### src/rtl/sincos_pkg.sv
// sincos_pkg: Q16 angle constants, q16_t angle type and LAT pipeline latency for the sincos datapath
package sincos_pkg;
  typedef logic signed [35:0] q16_t;
  localparam q16_t PI_Q = 36'sd205887;
  localparam q16_t TWO_PI_Q = 36'sd411775;
  localparam q16_t HALF_PI_Q = 36'sd102944;
  localparam q16_t INV_TWO_PI_Q = 36'sd10430;
  localparam q16_t RANGE_Q = 36'sd4194304;
  localparam int LAT = 6;
endpackage

### src/rtl/wrap_pi.sv
// wrap_pi: combinational single-step +/-TWO_PI_Q correction toward [-PI_Q, PI_Q); a in, y out
module wrap_pi
  import sincos_pkg::*;
(
  input  q16_t a,
  output q16_t y
);
  always_comb y = a >= PI_Q ? a - TWO_PI_Q : a < -PI_Q ? a + TWO_PI_Q : a;
endmodule

### src/rtl/angle_reduce.sv
// angle_reduce: 6-stage Q19.16 range reduction to [-pi,pi); clk/rst/en, in_valid+angle in, out_valid/sin_angle/cos_angle/out_range out
module angle_reduce
  import sincos_pkg::*;
(
  input  logic clk,
  input  logic rst,
  input  logic en,
  input  logic in_valid,
  input  q16_t angle,
  output logic out_valid,
  output q16_t sin_angle,
  output q16_t cos_angle,
  output logic out_range
);
  logic [36:0] p_q;
  q16_t a1_q, a2_q, a3_q, k, k_q, kt_q, r_q, rc, rc_q, c, cw;
  logic [5:0] v_q, g_q;
  logic rng;
  always_comb begin
    rng = angle > RANGE_Q || angle < -RANGE_Q;
    k = q16_t'(p_q[36:1] + 36'(p_q[0]));
    c = rc_q + HALF_PI_Q;
  end
  wrap_pi u_wrap_r (.a(r_q), .y(rc));
  wrap_pi u_wrap_c (.a(c), .y(cw));
  assign out_valid = v_q[5];
  assign out_range = g_q[5];
  always_ff @(posedge clk) begin
    if (rst) begin
      p_q <= '0;
      a1_q <= '0;
      a2_q <= '0;
      a3_q <= '0;
      k_q <= '0;
      kt_q <= '0;
      r_q <= '0;
      rc_q <= '0;
      sin_angle <= '0;
      cos_angle <= '0;
      v_q <= '0;
      g_q <= '0;
    end else if (en) begin
      p_q <= 37'((72'(angle) * 72'(INV_TWO_PI_Q)) >>> 31);
      a1_q <= angle;
      a2_q <= a1_q;
      a3_q <= a2_q;
      k_q <= k;
      kt_q <= k_q * TWO_PI_Q;
      r_q <= a3_q - kt_q;
      rc_q <= rc;
      sin_angle <= rc_q;
      cos_angle <= cw;
      v_q <= {v_q[4:0], in_valid};
      g_q <= {g_q[4:0], rng};
    end
  end
endmodule

### config.mk
export PLATFORM = sky130hd
export DESIGN_NAME = angle_reduce
export DESIGN_NICKNAME = d
export VERILOG_FILES = /design/src/rtl/sincos_pkg.sv /design/src/rtl/wrap_pi.sv /design/src/rtl/angle_reduce.sv
export SDC_FILE = /design/constraint.sdc
export NUM_CORES = 2
export LEC_CHECK = 0
export ABC_AREA = 1
export ABC_CLOCK_PERIOD_IN_PS = 9100
export CAP_MARGIN = 40
export CORE_ASPECT_RATIO = 2
export CORE_MARGIN = 2
export CORE_UTILIZATION = 28
export CTS_CLUSTER_DIAMETER = 150
export DETAILED_ROUTE_END_ITERATION = 12
export PLACE_DENSITY = 0.49
export SYNTH_ARGS = -nofsm -noshare
export SYNTH_HDL_FRONTEND = slang
export SYNTH_SLANG_ARGS = --single-unit
export TNS_END_PERCENT = 1
### constraint.sdc
create_clock -name clk -period 9.1 [get_ports clk]
set_input_delay 1.365 -clock clk [delete_from_list [all_inputs] [get_ports clk]]
set_output_delay 1.365 -clock clk [all_outputs]
set_load 0.005 [all_outputs]
==> run_results.csv <==
group,metric,value,unit
clocking,clockRootBuffer,"clkbuf_16",
route,num_vias,33680,
worst_setup_path,cp.arrival,7.85,ns
worst_setup_path,cp_top_family,"adder cells",
sta,worstMarginPinSlew,0.8769,ns
placement,gp_congestion,0.9920,
global_route,grt_pass1_vias,35580,
route,detail_route.wl_per_cell,18.88,microns
clocking,cts_setup_buffers,0,
synth,synth_top_area_frac,0.2228,
synth,ys_ff_latch,356,
global_route,antenna_found_initial,1,
worst_setup_path,r2r_slack,1.89,ns
placement,dp_slack,1.171,ns
finish,fin_nets,6186,
clocking,postCtsHoldBufs,0,
sta,fin_crit,7.324,ns
clocking,cts_max_level,2,
worst_setup_path,crit_path_max_fanout,7,
synth,synth_area_leaders,"fa_1 22%, dfxtp_1 18%, inv_1 12%, ha_1 11%, nand2_1 7.5%",
sta,slew_violations,0,
placement,io_buffers,113,
global_route,globalRoute.totalOverflow,0,
floorplanning,die_height,531.2,microns
worst_setup_path,rr_endpoint,"kt_q[24]",
sta,maxSlewHeadroom,0.4154,
route,firstDrtPassIters,8,
clocking,cts_resized,0,
floorplanning,ios,114,
worst_setup_path,cp-start-kind,"primary input",
sta,finClkSkew,0.06696,ns
finish,area_growth_syn_to_layout,11.79,%
worst_setup_path,max_stage_delay,0.65,ns
floorplanning,dieArea,0.1421,sq mm
clocking,worstSkewPairLatency,0.64,ns
clocking,numCtsBuffers,41,
global_route,grt_first_pass_wirelength,208400,microns
sta,max_freq,136.5,MHz
floorplanning,die_w,267.6,microns
clocking,path_clk_slew,0.06,ns
worst_setup_path,worst-path-stages,26,
floorplanning,core_area,0.1381,sq mm
worst_setup_path,endpoint_kind,"flop",
hold_path,min_path_type,"reg2reg",
route,routed_wl,136900,microns
synth,synth_edf_count,0,
sta,hold_viol_final,0,
hold_path,min_from,"kt_q[2]",
worst_setup_path,worstPathRequired,9.63,ns
floorplanning,initial_core_util,0.2817,
hold_path,hold_depth,2,
synth,synth-async-reset-ratio,0,
hold_path,min_to,"kt_q[2]",
synth,synthFlopType,"dfxtp_1",
status,outcome,"complete, no violations",
worst_setup_path,timing.rr.start,"k_q[5]",
clocking,clockBufferDepth,3,
run,maxCapViolCount,0,
pwr,p_per_area,408.1,mW/mm^2
worst_setup_path,slowest_stage,"clkdlybuf4s50_1",
pwr,p_leak,22.00,nW
synth,syn_inst,5335,
route,vias_per_cell,4.645,
sta,hold-worst-slack,0.4665,ns
clocking,cts_tree,"built",
worst_setup_path,reg2regPathDepth,23,
route,drc,0,
synth,ys_types,52,
finish,drive_gt1_frac,0.02649,
global_route,grtUsageTotal,0.1942,
synth,seq_area_frac_synth,0.1832,
sta,fin_setup_tns,0,ns
synth,ys_warn_count,0,
worst_setup_path,cpMostUsedCell,"inv_1",
worst_setup_path,path_buf_inv,8,
pwr,ir_drop,0.3463,mV
placement,place_hpwl,114000,microns
floorplanning,rows,193,
clocking,clock-sinks,356,
route,ant_nets,0,
synth,syn_area_per_cell,7.294,sq um
global_route,grt_max_degree,155,
sta,layout_setup_ws,1.776,ns
synth,synthTopCellsByCount,"1,198 x inv_1, 776 x nand2_1, 561 x nor2_1",
sta,rsz0062_at_grt,"false",
sta,setup-violations-final,0,
finish,n_fill_cell,15170,
synth,synth.most_common_cell,"inv_1",
synth,syn-num-nets,6153,
route,first_iter_violations,1660,
worst_setup_path,path_class,"in2reg",
synth,syn_area,0.03891,sq mm
synth,synth_top_area_cell,"fa_1",
sta,fin_crit_sh,0.8048,
[layout by cell type, fill, tap and decap left out, types with 7 or more instances in the layout]
cell             instances
dfxtp_1                356
inv_1                 1196
a31oi_1                 13
a21boi_0                 8
nand3_1                193
nor2_1                 560
o211ai_1                40
nand2_1                776
fa_1                   433
inv_2                   11
o21bai_1                 9
xor2_1                 104
a21oi_1                400
xnor2_1                 49
nor4_1                  16
clkbuf_8                 9
o21ai_1                 31
o21a_1                  12
clkbuf_16               41
clkdlybuf4s50_1        110
o21ai_0                421
a21o_1                  22
nand3b_1                 7
nand2_2                 12
ha_1                   345
nand4_1                 62
buf_4                   18
nor3_1                  53
[how the worst max path moves through the flow]
stage / endpoint / slack, ns / startpoint
after floorplan: p_q[35] / 2.76 / angle[10]
after global placement: p_q[18] / 1.21 / angle[16]
after detailed placement: p_q[18] / 1.17 / angle[14]
after CTS: p_q[18] / 1.83 / angle[16]
after global routing: p_q[18] / 1.41 / angle[16]
final: p_q[18] / 1.78 / angle[16]
[per-stage QoR]
step	power (mW)	utilization	instances	instance area [sq um]
CTS	17.97	0.3149	7250	43500
global route	19.50	0.3149	7251	43500
detailed placement	16.06	0.3045	7177	42070
global placement	16.02	0.3036	7170	41930
floorplan	11.27	-	5335	38910
finish	17.75	0.3149	7251	43500
[power breakdown]
group	total [mW]	switching, mW	internal (mW)
Combinational	13.9	9.18	4.68
Sequential	2.07	0.267	1.81
Clock	1.82	0.789	1.03
[sequential cells by signal (all words and copies together), names as in the netlist, 36 cells and up]
| name | cells |
|---|---|
| a1_q | 36 |
| a2_q | 36 |
| a3_q | 36 |
| cos_angle | 36 |
| k_q | 36 |
| kt_q | 36 |
| r_q | 36 |
| rc_q | 36 |
| sin_angle | 36 |
[layout make-up]
class	count	area (sq um)	share of cell area
diodes	1	2.502	0.00005753
clock inverters	17	257.7	0.005925
inverters	1209	4551	0.1046
repair buffers	138	1411	0.03245
well taps	1852	2317	0.05327
flip-flops and latches	356	7127	0.1638
multi-input cells	3622	26660	0.6129
clock buffers	56	1172	0.02695
[worst reg2reg max path: stages, from the launching register on]
cell	delay, ns
dfxtp_1	0.62
inv_1	0.34
fa_1	0.59
fa_1	0.44
fa_1	0.52
inv_1	0.04
ha_1	0.29
ha_1	0.31
fa_1	0.55
inv_1	0.05
fa_1	0.50
inv_1	0.04
ha_1	0.36
nand2_1	0.07
inv_1	0.05
a21oi_1	0.09
o21ai_0	0.33
a21boi_0	0.28
o21ai_0	0.48
a21boi_0	0.26
o21ai_0	0.35
xor2_1	0.38
o21ai_0	0.14
inv_1	0.08
[routing by layer]
metal	track usage	routed length, microns	vias up	part of all wire
met1	0.1697	44040	16020	0.32
met4	0.1197	9764	0	0.071
met5	0	0	-	0
met3	0.01263	2748	303	0.020
li1	-	-	16700	-
met2	0.4130	80370	662	0.59
[cell families after synthesis]
family                   after synthesis  share of synthesized area
AO/OA/AOI/OAI                        980                     0.1345
XOR/XNOR                             153                    0.03444
adder cells (fa/ha/maj)              778                     0.3337
buffers and inverters               1357                     0.1317
flip-flops                           356                     0.1832
AND/OR/NAND/NOR                     1711                     0.1824
(Power assumes the default switching activity.)
